--- src/rtl/tron_types.sv ---
// Shared Tron types: framebuffer geometry, pixel codes and RGB444 palette helpers.
package tron_types;

   localparam int unsigned FB_W    = 320;
   localparam int unsigned FB_H    = 240;
   localparam int unsigned FB_SIZE = 76800;

   typedef enum logic [1:0] {
      PIX_EMPTY = 2'b00,
      PIX_P1    = 2'b01,
      PIX_P2    = 2'b10,
      PIX_WALL  = 2'b11
   } pix_code_e;

   typedef struct packed {
      logic [3:0] r;
      logic [3:0] g;
      logic [3:0] b;
   } rgb444_t;

   localparam rgb444_t RGB_BLACK  = '{r: 4'h0, g: 4'h0, b: 4'h0};
   localparam rgb444_t RGB_BORDER = '{r: 4'h8, g: 4'h8, b: 4'h8};

   // Map a framebuffer pixel code to its display colour.
   function automatic rgb444_t pix_to_rgb(logic [1:0] code);
      rgb444_t c;
      c = RGB_BLACK;
      unique case (code)
         PIX_EMPTY: c = '{r: 4'h0, g: 4'h0, b: 4'h0};
         PIX_P1:    c = '{r: 4'h0, g: 4'hF, b: 4'hF};
         PIX_P2:    c = '{r: 4'hF, g: 4'h8, b: 4'h0};
         PIX_WALL:  c = '{r: 4'hF, g: 4'hF, b: 4'hF};
         default:   c = RGB_BLACK;
      endcase
      return c;
   endfunction

endpackage

--- src/rtl/vga_timing.sv ---
// VGA raster timing: pixel-enable divider, h/v counters, raw syncs, active flag and
// frame_start. Syncs are active-low and unregistered; the caller aligns them with RGB.
module vga_timing #(
   parameter int unsigned CLK_DIV  = 2,
   parameter int unsigned H_ACTIVE = 640,
   parameter int unsigned H_FP     = 16,
   parameter int unsigned H_SYNC   = 96,
   parameter int unsigned H_BP     = 48,
   parameter int unsigned V_ACTIVE = 480,
   parameter int unsigned V_FP     = 10,
   parameter int unsigned V_SYNC   = 2,
   parameter int unsigned V_BP     = 33
) (
   input  logic       clock,
   input  logic       reset,
   output logic       pix_en_o,
   output logic [9:0] h_o,
   output logic [9:0] v_o,
   output logic       active_o,
   output logic       hsync_raw_o,
   output logic       vsync_raw_o,
   output logic       frame_start_o
);

   localparam int unsigned PW = (CLK_DIV > 1) ? $clog2(CLK_DIV) : 1;
   localparam logic [PW-1:0] PH_LAST = PW'(CLK_DIV - 1);

   localparam logic [9:0] H_ACT   = 10'(H_ACTIVE);
   localparam logic [9:0] H_SS    = 10'(H_ACTIVE + H_FP);
   localparam logic [9:0] H_SE    = 10'(H_ACTIVE + H_FP + H_SYNC);
   localparam logic [9:0] H_LAST  = 10'(H_ACTIVE + H_FP + H_SYNC + H_BP - 1);
   localparam logic [9:0] V_ACT   = 10'(V_ACTIVE);
   localparam logic [9:0] V_SS    = 10'(V_ACTIVE + V_FP);
   localparam logic [9:0] V_SE    = 10'(V_ACTIVE + V_FP + V_SYNC);
   localparam logic [9:0] V_LAST  = 10'(V_ACTIVE + V_FP + V_SYNC + V_BP - 1);

   logic [PW-1:0] phase_q, phase_d;
   logic [9:0]    h_q, h_d;
   logic [9:0]    v_q, v_d;
   logic          pix_en;

   assign pix_en = (phase_q == '0);

   // Next-state for divider phase and raster counters; counters only move on pix_en.
   always_comb begin
      phase_d = (phase_q == PH_LAST) ? '0 : phase_q + PW'(1);
      h_d     = h_q;
      v_d     = v_q;
      if (pix_en) begin
         if (h_q == H_LAST) begin
            h_d = 10'd0;
            v_d = (v_q == V_LAST) ? 10'd0 : v_q + 10'd1;
         end else begin
            h_d = h_q + 10'd1;
         end
      end
   end

   // Divider and counter state; reset restarts the frame at (0,0).
   always_ff @(posedge clock) begin
      if (reset) begin
         phase_q <= '0;
         h_q     <= 10'd0;
         v_q     <= 10'd0;
      end else begin
         phase_q <= phase_d;
         h_q     <= h_d;
         v_q     <= v_d;
      end
   end

   assign pix_en_o      = pix_en;
   assign h_o           = h_q;
   assign v_o           = v_q;
   assign active_o      = (h_q < H_ACT) && (v_q < V_ACT);
   assign hsync_raw_o   = !((h_q >= H_SS) && (h_q < H_SE));
   assign vsync_raw_o   = !((v_q >= V_SS) && (v_q < V_SE));
   // Gated with reset so the pulse stays low while the counters are held at (0,0).
   assign frame_start_o = pix_en && (h_q == 10'd0) && (v_q == 10'd0) && !reset;

endmodule

--- src/rtl/vga_scanout.sv ---
// Framebuffer scanout: 320x240 pixels doubled onto 640x480 VGA, 2-bit codes mapped
// to RGB444. RGB, blank and syncs share one pixel-period register stage.
// Optional build macro SCANOUT_BORDER_EN paints the outermost framebuffer ring grey.
module vga_scanout
   import tron_types::*;
#(
   parameter int unsigned CLK_DIV  = 2,
   parameter int unsigned H_ACTIVE = 640,
   parameter int unsigned H_FP     = 16,
   parameter int unsigned H_SYNC   = 96,
   parameter int unsigned H_BP     = 48,
   parameter int unsigned V_ACTIVE = 480,
   parameter int unsigned V_FP     = 10,
   parameter int unsigned V_SYNC   = 2,
   parameter int unsigned V_BP     = 33
) (
   input  logic        clock,
   input  logic        reset,
   output logic [18:0] ram_address,
   input  logic [1:0]  ram_read_data,
   output logic        hsync,
   output logic        vsync,
   output logic [3:0]  red,
   output logic [3:0]  green,
   output logic [3:0]  blue,
   output logic        blank,
   output logic        frame_start
);

   logic       pix_en;
   logic [9:0] h;
   logic [9:0] v;
   logic       active;
   logic       hsync_raw;
   logic       vsync_raw;

   vga_timing #(
      .CLK_DIV (CLK_DIV),
      .H_ACTIVE(H_ACTIVE),
      .H_FP    (H_FP),
      .H_SYNC  (H_SYNC),
      .H_BP    (H_BP),
      .V_ACTIVE(V_ACTIVE),
      .V_FP    (V_FP),
      .V_SYNC  (V_SYNC),
      .V_BP    (V_BP)
   ) u_timing (
      .clock        (clock),
      .reset        (reset),
      .pix_en_o     (pix_en),
      .h_o          (h),
      .v_o          (v),
      .active_o     (active),
      .hsync_raw_o  (hsync_raw),
      .vsync_raw_o  (vsync_raw),
      .frame_start_o(frame_start)
   );

   logic [8:0]  fx;
   logic [8:0]  fy;
   logic [18:0] fb_addr;
   rgb444_t     pix_rgb;

   assign fx = h[9:1];
   assign fy = v[9:1];

   // 320*fy + fx as 256*fy + 64*fy + fx, all in 19 bits.
   assign fb_addr     = ({10'd0, fy} << 8) + ({10'd0, fy} << 6) + {10'd0, fx};
   assign ram_address = active ? fb_addr : 19'd0;

   // Colour of the pixel currently addressed; RAM data is back by the pix_en clock.
   always_comb begin
      pix_rgb = pix_to_rgb(ram_read_data);
`ifdef SCANOUT_BORDER_EN
      if ((fx == 9'd0) || (fx == 9'(FB_W - 1)) || (fy == 9'd0) || (fy == 9'(FB_H - 1))) begin
         pix_rgb = RGB_BORDER;
      end
`endif
   end

   rgb444_t rgb_q;
   logic    blank_q;
   logic    hsync_q;
   logic    vsync_q;

   // One-pixel alignment stage for colour, blank and syncs.
   always_ff @(posedge clock) begin
      if (reset) begin
         rgb_q   <= RGB_BLACK;
         blank_q <= 1'b1;
         hsync_q <= 1'b1;
         vsync_q <= 1'b1;
      end else if (pix_en) begin
         rgb_q   <= active ? pix_rgb : RGB_BLACK;
         blank_q <= !active;
         hsync_q <= hsync_raw;
         vsync_q <= vsync_raw;
      end
   end

   assign red   = rgb_q.r;
   assign green = rgb_q.g;
   assign blue  = rgb_q.b;
   assign blank = blank_q;
   assign hsync = hsync_q;
   assign vsync = vsync_q;

endmodule

--- config.mk ---
export PLATFORM = sky130hd
export DESIGN_NAME = vga_scanout
export DESIGN_NICKNAME = d
export VERILOG_FILES = /design/src/rtl/tron_types.sv /design/src/rtl/vga_timing.sv /design/src/rtl/vga_scanout.sv
export SDC_FILE = /design/constraint.sdc
export NUM_CORES = 1
export LEC_CHECK = 0
export CAP_MARGIN = 10
export CELL_PAD_IN_SITES_DETAIL_PLACEMENT = 1
export CELL_PAD_IN_SITES_GLOBAL_PLACEMENT = 1
export CORE_MARGIN = 5
export CORE_UTILIZATION = 44
export CTS_BUF_LIST = sky130_fd_sc_hd__clkbuf_8
export DETAILED_ROUTE_END_ITERATION = 16
export DONT_BUFFER_PORTS = 1
export GPL_TIMING_DRIVEN = 0
export PLACE_DENSITY_LB_ADDON = 0.3
export SETUP_SLACK_MARGIN = 0.02
export SLEW_MARGIN = 10
export SYNTH_ARGS = -nofsm -noshare
export SYNTH_HDL_FRONTEND = slang
export SYNTH_SLANG_ARGS = --single-unit
--- constraint.sdc ---
create_clock -name clock -period 2.73 [get_ports clock]
set_input_delay 0.546 -clock clock [delete_from_list [all_inputs] [get_ports clock]]
set_output_delay 0.546 -clock clock [all_outputs]
set_load 0.005 [all_outputs]
==> flow_metrics.py <==
metrics = {
    "route": {
        "drtPass1Iterations": 4,
        "vias": 1721,
        "drt-wirelength-per-cell_um": 16.9,
        "drt-initial-drc-count": 62,
        "ant_nets": 0,
        "drc": 0,
        "drt_wl_total_mm": 5.28,
        "viasPerCell": 5.50,
    },
    "worst_setup_path": {
        "r2r_slack_ps": 700,
        "crit_type": "reg2out",
        "crit_required_ps": 2180,
        "crit_path_max_incr_delay_ps": 580,
        "worstSetupEndpointType": "output port",
        "cp.arrival_ps": 2520,
        "reg2regPathDepth": 5,
        "cpLargestDelayFamily": "adder cells",
        "path_depth": 9,
        "path_buf_inv": 2,
        "crit_chain": "inv_4 > fa_1 > inv_2 > ha_4 > a21oi_4 > o211ai_1 > or2_4 > a2111oi_4 > nor2_1",
        "cp-start-kind": "flop",
        "cp_slowest_cell": "fa_1",
        "worstPathMaxFanout": 3,
    },
    "grt": {
        "grt_usage_pct": 17.8,
        "grt_pass1_wl_mm": 8.75,
        "antenna_found_initial": 0,
        "grt_max_degree": 17,
        "grt_overflow": 0,
        "grt_pass1_vias": 1796,
    },
    "power": {
        "power.ir.vdd_worst_v": 0.000209,
        "p_leak_nw": 1.02,
        "power_density_nw_per_um2": 313,
    },
    "yosys": {
        "avgSynthCellArea_um2": 8.06,
        "yosysSeqAreaShare_pct": 27.4,
        "synth_top_cell_area_share_pct": 27.4,
        "yosysTopAreaCell": "dfxtp_1",
        "synth_edf_count": 0,
        "syn-instance-count": 245,
        "synthArstFlopShare_pct": 0,
        "synth_flop_cell": "dfxtp_1",
        "ys_types": 46,
        "yosys_warnings": 0,
        "netlist_area_um2": 1970,
        "ys_ff_latch": 27,
        "synth_area_leaders": "dfxtp_1, ha_1, nor2_1",
    },
    "timing": {
        "setup_violations": 7,
        "period_minus_slack_ps": 3070,
        "clock_skew_ps": 13.4,
        "max_slew_margin_pct": 57.9,
        "hold_viol": 0,
        "worst_slack_ps": -339,
        "holdWs_ps": 423,
        "finalCritPeriodShare_pct": 112,
        "max_clock_freq_mhz": 326,
        "maxSlewViolCount": 0,
        "setup-tns-final_ps": -1610,
        "rsz0062_at_grt": "true",
        "worst_pin_slew_ps": 626,
    },
    "floorplan": {
        "chipHeight_um": 77.0,
        "start_util_pct": 45.3,
        "dieArea_um2": 5930,
        "die_x_um": 77.0,
        "io_pins": 39,
        "fp-row-count": 24,
        "core_area_um2": 4350,
    },
    "placed_design": {
        "placed_area_um2": 2070,
        "dp_slack_ps": -151,
        "gp_congestion": 0.756,
        "place_hpwl_mm": 3.71,
        "numPortBuffers": 0,
    },
    "run_status": {
        "status": "finished with violations",
        "violations": "setup timing",
    },
    "cts": {
        "clkTransAtPathRegs_ps": 110,
        "cts.sinks": 27,
        "cts_htree_levels": 1,
        "cts_tree": "yes",
        "insertion_delay_ps": 290,
        "cts_root_buf": "clkbuf_8",
        "cts_buffers": 3,
        "clockBufferDepth": 2,
    },
    "final_layout": {
        "insertedDiodeCount": 0,
        "stdcell_area_um2": 2330,
        "mostFrequentLayoutCell": "nor2_1",
        "drive_gt1_share_pct": 23.8,
        "most-common-layout-cells": "nor2_1, buf_4, dfxtp_1",
        "final_nets": 289,
        "area_growth_pct": 17.9,
    },
    "worst_hold_path": {
        "worstHoldPathType": "in2reg",
        "min_delay_path_depth": 2,
    },
    "flow_run": {
        "maxCapViolCount": 0,
    },
}
## routing by layer
metal / global-route usage (%) / routed length, µm / vias to the layer above / part of all wire (%)
met5: 0 / 0 / - / 0
met2: 29.3 / 2520 / 34 / 48
li1: - / - / 856 / -
met1: 22.9 / 2420 / 825 / 46
met4: 5.15 / 59 / 0 / 1.1
met3: 4.33 / 281 / 6 / 5.3
## worst register-to-register path, delay by kind of cell, from the launching register on
| kind | cells | cell delay [ps] |
|---|---|---|
| AND/OR/NAND/NOR | 2 | 750 |
| buffers and inverters | 1 | 140 |
| AO/OA/AOI/OAI | 2 | 660 |
| flip-flops | 1 | 370 |
## sequential cells by signal (all words and copies together), names as in the netlist
name / count
u_timing.h_o: 10
u_timing.v_o: 10
green: 2
blank: 1
hsync: 1
red: 1
u_timing.phase_q: 1
vsync: 1
## repair_timing
item                                    CTS  global route
buffers inserted                          8             4
endpoints found under the setup margin   14             8
endpoints found under the hold margin     0             0
hold buffers                              0             0
gates cloned                              0             0
pin swaps                                14            14
resized for setup                        19             9
## synthesized netlist by cell type (all sizes together) (7+ instances only)
library cell and instances:
xor2 13, and2 8, buf 14, nand3 13, ha 21, a21oi 7
o21ai 10, nand2 19, inv 14, nor2 32, nor3 9, dfxtp 27
## final timing paths
check | startpoint | to
setup reg to reg | u_timing.v_o[7] | u_timing.v_o[0]
hold / removal | ram_read_data[0] | green[2]
setup / recovery | u_timing.h_o[9] | ram_address[16]
hold reg to reg | green[3] | green[3]
## where the power goes
part	switching (mW)	internal (mW)
sequential	0.0141	0.401
clock	0.140	0.105
combinational	0.0368	0.0312
total	0.191	0.537
## metrics by stage
stage | util (%) | std cells | power, mW
final | 53.5 | 313 | 0.728
after floorplan | - | 246 | 0.476
after global routing | 53.5 | 313 | 0.764
after detailed placement | 47.6 | 298 | 0.494
after global placement | 47.6 | 298 | 0.492
after CTS | 51.6 | 310 | 0.738
## cell type report
| type | instances | area (µm²) |
|---|---|---|
| Clock buffer | 3 | 41.3 |
| Clock inverter | 1 | 6.26 |
| Inverter | 14 | 57.6 |
| Multi-Input combinational cell | 187 | 1390 |
| Fill cell | 517 | 2030 |
| Sequential cell | 27 | 557 |
| Buffer | 17 | 121 |
| Tap cell | 52 | 65.1 |
| Timing Repair Buffer | 12 | 93.8 |
## cell families after synthesis
| kind of cell | after synthesis | synth area share (%) |
|---|---|---|
| and+or+nand+nor | 112 | 29.6 |
| buffers and inverters | 32 | 9.00 |
| AOI/OAI and AO/OA | 30 | 9.44 |
| DFF | 27 | 27.4 |
| adders and majority gates | 23 | 15.3 |
| xor gates and xnor gates | 17 | 7.54 |
| muxes | 3 | 1.52 |
| other | 1 | 0.190 |
No activity file was read; power rests on OpenSTA's default activity.
